===== config.mk =====
export PLATFORM = sky130hd
export DESIGN_NAME = control_obstaculos
export DESIGN_NICKNAME = d
export VERILOG_FILES = /design/src/rtl/control_obstaculos.sv
export SDC_FILE = /design/constraint.sdc
export NUM_CORES = 1
export LEC_CHECK = 0
export ABC_AREA = 0
export CORE_MARGIN = 8
export CORE_UTILIZATION = 30
export CTS_BUF_LIST = sky130_fd_sc_hd__clkbuf_2
export DETAILED_ROUTE_END_ITERATION = 10
export PLACE_DENSITY_LB_ADDON = 0.3
export SETUP_SLACK_MARGIN = 0.15
export SLEW_MARGIN = 30
export SYNTH_ARGS = -nofsm -noshare
export SYNTH_HDL_FRONTEND = slang
export SYNTH_SLANG_ARGS = --single-unit

===== constraint.sdc =====
create_clock -name clk -period 2.3 [get_ports clk]
set_clock_uncertainty 0.05 [all_clocks]
set_input_delay 0.23 -clock clk [delete_from_list [all_inputs] [get_ports clk]]
set_output_delay 0.23 -clock clk [all_outputs]
set_load 0.03 [all_outputs]

===== src/rtl/control_obstaculos.sv =====
// -----------------------------------------------------------------------------
// control_obstaculos
//
// Obstacle sequencer for the game datapath. A free-running LFSR picks an
// obstacle type that is sent to the obstacle ROM. The returned 7-bit pattern is
// scrolled through a FILAS-row playfield toward the player row. Each game step
// ends with a collision check and a score update.
//
// Optional feature: define ACELERACION_EN to shorten the step period each time
// the score reaches a multiple of 8. The period never goes below TICK_MIN.
// Without the macro the period is the constant TICK_DIV.
//
// Ports:
//   clk        system clock
//   rst_n      synchronous active-low reset
//   inicio     start / restart request (level)
//   pausa      freezes the step timer while high (ESPERA only)
//   jugador    player lane mask
//   obstaculo  pattern from the combinational obstacle ROM
//   tipo_obs   obstacle type driven to the ROM (registered)
//   campo      playfield, row i at bits [7*i+6 : 7*i], row 0 = spawn row
//   puntos     score, saturating at 255
//   choque     collision flag (FIN)
//   activo     high while a game is running
//   paso       one-cycle pulse during the collision-check cycle
// -----------------------------------------------------------------------------
module control_obstaculos #(
   parameter int          FILAS    = 8,
   parameter logic [23:0] TICK_DIV = 24'd5000000,
   parameter int          ESPACIO  = 2,
   parameter logic [7:0]  SEMILLA  = 8'hA5,
   parameter logic [23:0] TICK_MIN = 24'd1000000
) (
   input  logic               clk,
   input  logic               rst_n,
   input  logic               inicio,
   input  logic               pausa,
   input  logic [6:0]         jugador,
   input  logic [6:0]         obstaculo,
   output logic [3:0]         tipo_obs,
   output logic [7*FILAS-1:0] campo,
   output logic [7:0]         puntos,
   output logic               choque,
   output logic               activo,
   output logic               paso
);

   typedef enum logic [2:0] {
      IDLE,
      ESPERA,
      CARGA,
      DESPLAZA,
      CHEQUEO,
      FIN
   } estado_t;

   localparam logic [3:0] HUECO_MAX = 4'(ESPACIO - 1);

   estado_t     estado;
   logic [7:0]  lfsr;
   logic [23:0] tick;
   logic [3:0]  hueco;
   logic [23:0] periodo;

   logic [3:0]  r;
   logic [3:0]  tipo_lfsr;
   logic [6:0]  fila_jugador;
   logic [6:0]  fila_nueva;

   // Fold the low LFSR nibble into 0..9.
   assign r            = lfsr[3:0];
   assign tipo_lfsr    = (r < 4'd10) ? r : r - 4'd10;
   assign fila_jugador = campo[7*FILAS-1 -: 7];
   // An empty row is inserted while the spacing counter is nonzero.
   assign fila_nueva   = (hueco == 4'd0) ? obstaculo : 7'd0;

   // The LFSR runs in every state, so the time spent in IDLE seeds the game.
   // Taps x^8+x^6+x^5+x^4+1.
   always_ff @(posedge clk) begin
      if (!rst_n) begin
         lfsr <= SEMILLA;
      end else begin
         lfsr <= {lfsr[6:0], lfsr[7] ^ lfsr[5] ^ lfsr[4] ^ lfsr[3]};
      end
   end

`ifdef ACELERACION_EN
   logic        arranque;
   logic        sube_ocho;
   logic [23:0] periodo_rest;

   assign arranque     = ((estado == IDLE) || (estado == FIN)) && inicio;
   // The score is about to step onto a multiple of 8. The sum 255 -> 256 is
   // excluded because the score saturates.
   assign sube_ocho    = (estado == CHEQUEO) && ((fila_jugador & jugador) == 7'd0) &&
                         (fila_jugador != 7'd0) && (puntos[2:0] == 3'b111) &&
                         (puntos != 8'hFF);
   assign periodo_rest = periodo - (periodo >> 3);

   always_ff @(posedge clk) begin
      if (!rst_n || arranque) begin
         periodo <= TICK_DIV;
      end else if (sube_ocho) begin
         periodo <= (periodo_rest < TICK_MIN) ? TICK_MIN : periodo_rest;
      end
   end
`else
   // TICK_MIN has no effect without acceleration.
   assign periodo = TICK_DIV | (TICK_MIN & 24'd0);
`endif

   always_ff @(posedge clk) begin
      if (!rst_n) begin
         estado   <= IDLE;
         campo    <= '0;
         puntos   <= 8'd0;
         choque   <= 1'b0;
         activo   <= 1'b0;
         paso     <= 1'b0;
         tipo_obs <= 4'd0;
         tick     <= 24'd0;
         hueco    <= 4'd0;
      end else begin
         paso <= 1'b0;
         case (estado)
            IDLE, FIN: begin
               if (inicio) begin
                  campo  <= '0;
                  puntos <= 8'd0;
                  choque <= 1'b0;
                  tick   <= 24'd0;
                  hueco  <= 4'd0;
                  activo <= 1'b1;
                  estado <= ESPERA;
               end
            end

            ESPERA: begin
               if (!pausa) begin
                  if (tick == periodo - 24'd1) begin
                     tick   <= 24'd0;
                     estado <= CARGA;
                  end else begin
                     tick <= tick + 24'd1;
                  end
               end
            end

            CARGA: begin
               // The ROM answers combinationally. Its output is captured one
               // cycle later in DESPLAZA.
               if (hueco == 4'd0) begin
                  tipo_obs <= tipo_lfsr;
               end
               estado <= DESPLAZA;
            end

            DESPLAZA: begin
               campo  <= {campo[7*FILAS-8:0], fila_nueva};
               hueco  <= (hueco == 4'd0) ? HUECO_MAX : hueco - 4'd1;
               paso   <= 1'b1;
               estado <= CHEQUEO;
            end

            CHEQUEO: begin
               if ((fila_jugador & jugador) != 7'd0) begin
                  choque <= 1'b1;
                  activo <= 1'b0;
                  estado <= FIN;
               end else begin
                  if ((fila_jugador != 7'd0) && (puntos != 8'hFF)) begin
                     puntos <= puntos + 8'd1;
                  end
                  estado <= ESPERA;
               end
            end

            default: begin
               estado <= IDLE;
               activo <= 1'b0;
            end
         endcase
      end
   end

endmodule


=== Word-level counts from Yosys, hierarchy flattened ===
Index checks and enable logic that the tools add are counted.

* Div/mod/pow operators: 0
* Equality and inequality tests: 13
* Magnitude comparators: 1
* Bitwise operators: 5
* Multiply operators: 0
* Reductions and logical operators: 17
* Shift-type cells: 0
* Mux-type cells: 27
* $add $sub $neg: 4

{| class="wikitable"
|+ Operator list
! kind !! number
|-
| one-hot mux 56 bit (2 select lines) || 1
|-
| two-way mux 24 bit || 3
|-
| two-way mux 56 bit || 1
|-
| one-hot mux 24 bit (2 select lines) || 1
|-
| adder 24 x 1 -> 24 bit, second input constant || 1
|-
| == test 24 x 23 -> 1 bit, second input constant || 1
|-
| two-way mux 8 bit || 3
|-
| one-hot mux 8 bit (2 select lines) || 1
|-
| one-hot mux 3 bit (5 select lines) || 1
|-
| nonzero test 7 bit || 2
|-
| two-way mux 3 bit || 4
|-
| two-way mux 4 bit || 3
|-
| inequality test 2 bit, second input constant || 6
|-
| AND reduction 3 bit || 4
|-
| adder 8 x 1 -> 8 bit, second input constant || 1
|-
| inequality test 8 bit, second input constant || 1
|-
| one-hot mux 4 bit (2 select lines) || 1
|-
| AND 7 bit || 1
|-
| two-way mux 7 bit || 1
|-
| == test 3 x 2 -> 1 bit, second input constant || 2
|-
| == test 3 bit, second input constant || 2
|-
| nonzero test 2 bit || 3
|-
| two-way mux 1 bit || 5
|-
| zero test 4 bit || 1
|-
| other kinds (14) || 17
|}

* Output and inout port bits: 71
* Bits in writable memories: 0
* Flip-flop bits (word level): 110
* Bits in read-only memories: 0
* Logic and storage cells: 77
* Memories: 0
* Input port bits: 18
* Bits in latches: 0

=== Logic depth before layout (Yosys ltp) ===
* Word-level depth: 5
* Depth in mapped cells: 9
* Gate-level depth less buffers: 7

=== Least setup slack after synthesis ===
OpenSTA, ideal clock, no wires.

* Path type: flip-flop to flip-flop
* From: reg hueco[0]
* To: reg tipo_obs[2]
* Library setup time: 0.065 ns
* Cell stages (with the launch flop): 10
* Setup slack: 0.389 ns
* Period minus slack after synthesis: 1.911 ns
* Buffers on the path: 2
* Arrival: 1.796 ns
* Data required time: 2.185 ns
* Cell sequence: dfxtp_1 inv_1 ha_1 or3b_1 clkbuf_1 or3_1 clkbuf_1 a211oi_1 a21oi_1 nor2b_1

* Longest elaborated chain between the ends: 2

{| class="wikitable"
|+ Ends and longest elaborated chain
! item !! RTL line !! RTL
|-
| start: declaration || 62 || <nowiki>logic [3:0] hueco;</nowiki>
|-
| start signal: assignment || 160 || <nowiki>hueco <= (hueco == 4'd0) ? HUECO_MAX : hueco - 4'd1;</nowiki>
|-
| zero test 4 bit || 152 || <nowiki>if (hueco == 4'd0) begin</nowiki>
|-
| AND reduction 2 bit (no source line) || - ||
|-
| end signal: assignment || 153 || <nowiki>tipo_obs <= tipo_lfsr;</nowiki>
|-
| end: declaration || 40 || <nowiki>output logic [3:0] tipo_obs,</nowiki>
|}

No other way between the ends.
A chain may end at the register's enable or synchronous reset.

=== Worst setup path after layout ===
* From: reg tick[10]
* To: reg tick[19]

* Longest elaborated chain between the ends: 4
* Elaborated cells on any way between the ends: 5
* Those cells by class: add/sub: 1; eq/ne: 1; mux: 3

{| class="wikitable"
|+ Ends and longest elaborated chain
! item !! RTL line !! RTL
|-
| start: declaration || 61 || <nowiki>logic [23:0] tick;</nowiki>
|-
| start signal: assignment || 144 || <nowiki>tick <= tick + 24'd1;</nowiki>
|-
| adder 24 x 1 -> 24 bit / == test 24 x 23 -> 1 bit (equally long branches) || 144, 140 ||
|-
| two-way mux 24 bit (*) || 140 || <nowiki>if (tick == periodo - 24'd1) begin</nowiki>
|-
| two-way mux 24 bit (*) || 139 || <nowiki>if (!pausa) begin</nowiki>
|-
| one-hot mux 24 bit (2 select lines) (*) || 125 || <nowiki>case (estado)</nowiki>
|}

Mark *: on every way between the ends. The rest lies on a longest branch, timed or not. The select of a mux whose other input is x is not followed.

==> results by group <==
Worst setup path
  – Largest fanout on the critical path: 12
  – Sum of buffers and inverters on the critical path: 0
  – CP top delay family: simple AND/OR/NAND/NOR gates
  – Startpoint Class: flop
  – Arrival time worst endpoint: 2.51 ns
  – Crit path cell chain: nor4b_1 > nand3_1 > o211a_2 > and3_1 > a221o_1
  – CP Data Required Time: 2.75 ns
  – CP max stage delay: 0.45 ns
  – Endpoint class of the critical path: flop
  – Slowest cell on the critical path: dfxtp_1
  – Type of the worst setup path: reg -> reg
  – R2r setup slk: 0.24 ns

Synth
  – Combinational family with the most area after synthesis: simple AND/OR/NAND/NOR gates
  – Synth Area in XOR/XNOR: 0.0342
  – Synth area leader: dfxtp_1
  – Syn_area_per_cell: 9.34 µm²
  – Adder-Cell Fraction of Synth Area: 0.0136
  – Number of synthesized flops with an enable pin: 0
  – #FFs+latches synth: 110
  – Top_reg_cell synth: dfxtp_1
  – Warnings from Yosys: 0
  – Simple-gate portion of the synthesized area: 0.237
  – Netlist cell types: 54
  – Synth Instances: 494
  – Synth top area share: 0.477
  – Synth top cells by count: 110 x dfxtp_1, 37 x nor2b_1, 36 x nor2_1
  – Multiplexer share of the synthesized area: 0.00434
  – Synth Area in Compound Gates: 0.198
  – Sequential fraction of the synthesis area: 0.477
  – Synth async-reset ratio: 0
  – Netlist Area Pre-Place: 4610 µm²
  – Net Count, Synth: 517
  – Synth top area cells: dfxtp_1 48%, a22o_1 5.3%, a22oi_1 5.0%
  – Most common cell in the netlist: dfxtp_1

Route
  – Via density: 5.18
  – Drt drc: 0
  – Routed Antenna Nets: 0
  – TritonRoute pass-1 iters: 7
  – Drt wl/cell: 15.2 µm
  – Iter 0 DRT Violations: 286
  – Via Count: 3971
  – Final WL: 11700 µm

Run status
  – Status: completed

GRT
  – Overall Global Routing Usage: 0.117
  – Number of global-route vias before repair: 3714
  – Remaining global-route overflow: 0
  – Largest net degree at the start of global routing: 51
  – Initial antenna violation count: 0
  – First-pass GRT wire length: 19000 µm

CTS
  – CTS Root Cell: clkbuf_2
  – Clock latency on the worst-skew pair: 0.58 ns
  – CTS tree: built
  – H-tree levels: 3
  – Total CTS buffers: 9
  – Clock transition at path regs: 0.34 ns
  – Max clock buf depth: 2
  – CTS Sinks: 110

Pwr
  – Part of the power in registers: 0.638
  – Sw Pwr: 0.840 mW
  – PD cells: 519 nW/µm²
  – Comb power frac: 0.063
  – Sw Ratio: 0.275
  – Tot Pwr: 3.05 mW
  – Static leakage: 2.26 nW
  – P_int: 2.21 mW
  – IR drop worst, VDD: 0.236 mV
  – Clock power share: 0.299

Placed design
  – Dpl hpwl: 8480 µm
  – Global placement routability congestion: 0.774
  – I/O Buffers: 88
  – Placed cell areas: 5670 µm²

Hold path
  – Hold crit path type: in -> reg

Floorplan
  – Die height: 140 µm
  – Initial core utilization: 0.305
  – Die width: 140 µm
  – Core Area: 15100 µm²
  – # IOs: 89
  – Area of the die: 19600 µm²
  – Cell row count: 45

STA
  – Slew @ Worst Pin: 0.464 ns
  – Period utilization: 0.894
  – Fin crit period: 2.06 ns
  – Setup-failing EPs final: 0
  – Final hold vios: 0
  – Relative slew slack: 0.689
  – Final slew viol count: 0
  – Worst hold margin: 0.185 ns
  – Fmax: 0.486 GHz
  – RSZ-0062 raised after global routing: no

Finish
  – Layout cell share with drive strength beyond 1: 0.0829
  – Layout Area Growth over Synthesis: 27.6%
  – Design Area, Final: 5890 µm²
  – # diodes: 0
  – Filler cells: 1495
  – Final net count: 597

Job
  – Max-Cap Viols: 0
## through the flow
stage / util / TNS (ns) / worst slack [ns] / instances
after floorplan: - / 0 / 0.389 / 494
after global placement: 0.374 / 0 / 0.0764 / 749
after detailed placement: 0.374 / -0.204 / -0.0288 / 749
after CTS: 0.384 / 0 / 0.154 / 766
after global routing: 0.389 / 0 / 0.151 / 767
final: 0.389 / 0 / 0.244 / 767
## metal layers
layer,global-route usage,part of all wire
met4,0.0343,0.0054
met2,0.192,0.47
met5,0,0
met3,0.0316,0.055
met1,0.146,0.47
## layout make-up
cell class                      count  area [µm²]  area share
Sequential cell                   110        2210       0.375
Timing Repair Buffer              102        1010       0.172
Clock inverter                      7        83.8      0.0142
Multi-Input combinational cell    346        2280       0.388
Inverter                            5        18.8     0.00319
Clock buffer                        9        45.0     0.00765
Tap cell                          188         235      0.0399
## worst paths after layout
check	end	cells past startpoint	startpoint
setup / recovery	tick[19]$_SDFFE_PN0P_	5	tick[10]$_SDFFE_PN0P_
hold / removal	campo[5]$_SDFFE_PN0P_	3	obstaculo[5]
hold reg to reg	lfsr[7]$_SDFF_PN1_	1	lfsr[6]$_SDFF_PN0_
setup reg to reg	tick[19]$_SDFFE_PN0P_	5	tick[10]$_SDFFE_PN0P_
## placed cells by master (no fill, tap or decap), types with 2 or more instances in the layout
| master | synthesis | routed |
|---|---|---|
| dfxtp_1 | 110 | 105 |
| clkdlybuf4s50_1 | 0 | 75 |
| nor2b_1 | 37 | 37 |
| nor2_1 | 36 | 35 |
| a22oi_1 | 31 | 31 |
| a22o_1 | 28 | 28 |
| o21ai_0 | 22 | 22 |
| nand2_1 | 20 | 20 |
| a21oi_1 | 17 | 17 |
| xnor2_1 | 15 | 15 |
| nand3_1 | 14 | 14 |
| and3_1 | 14 | 14 |
| buf_4 | 2 | 13 |
| dlymetal6s2s_1 | 0 | 12 |
| nand4_1 | 10 | 10 |
| nand2b_1 | 10 | 10 |
| nor4_1 | 9 | 9 |
| nor3_1 | 9 | 9 |
| clkbuf_2 | 0 | 9 |
| and2_1 | 8 | 8 |
| nor4b_1 | 6 | 6 |
| a31oi_1 | 6 | 6 |
| inv_1 | 5 | 5 |
| o31ai_1 | 4 | 4 |
| ha_1 | 5 | 4 |
| dfxtp_2 | 0 | 4 |
| a221o_1 | 3 | 3 |
| xor2_1 | 3 | 3 |
| inv_8 | 0 | 3 |
| and4_1 | 3 | 2 |
| or2_1 | 2 | 2 |
| or2_2 | 2 | 2 |
| o21a_1 | 2 | 2 |
| or3_1 | 3 | 2 |
| mux2i_1 | 2 | 2 |
| nand4b_1 | 2 | 2 |
| a21boi_0 | 2 | 2 |
| o211a_1 | 3 | 2 |
| clkinv_8 | 0 | 2 |
## sequential cells by signal, indices dropped and copies added, names as in the netlist
signal / cells
campo: 56
tick: 24
lfsr: 8
puntos: 8
hueco: 4
tipo_obs: 4
estado: 3
activo: 1
choque: 1
paso: 1
## kinds of logic (layout without fill, tap and decap cells)
kind of cell | after synthesis | in the layout
adders and majority gates | 5 | 5
and+or+nand+nor | 194 | 194
muxes | 2 | 2
xor gates and xnor gates | 18 | 18
buffers and inverters | 38 | 123
AOI/OAI and AO/OA | 127 | 127
DFF | 110 | 110
## power groups by stage
| stage | clock network (mW) | logic (mW) | registers [mW] |
|---|---|---|---|
| 6_report | 0.912 | 0.193 | 1.95 |
| 5_1_grt | 1.03 | 0.212 | 1.96 |
| 4_1_cts | 0.959 | 0.192 | 1.95 |
| 3_5_place_dp | 0 | 0.187 | 1.98 |
| 3_3_place_gp | 0 | 0.184 | 1.98 |
| 2_1_floorplan | 0 | 0.120 | 1.98 |
## worst min-delay path, cell delays in order
cell	delay, ns
clkdlybuf4s50_1	0.40
a22oi_1	0.15
nor2b_1	0.06
## repair_timing
item / in CTS / in global routing
setup endpoints to repair: 13 / 80
hold buffers: 1 / 0
buffers inserted: 0 / 1
hold endpoints to repair: 22 / 0
resized for setup: 2 / 23
Power figures use the tool's default switching activity.
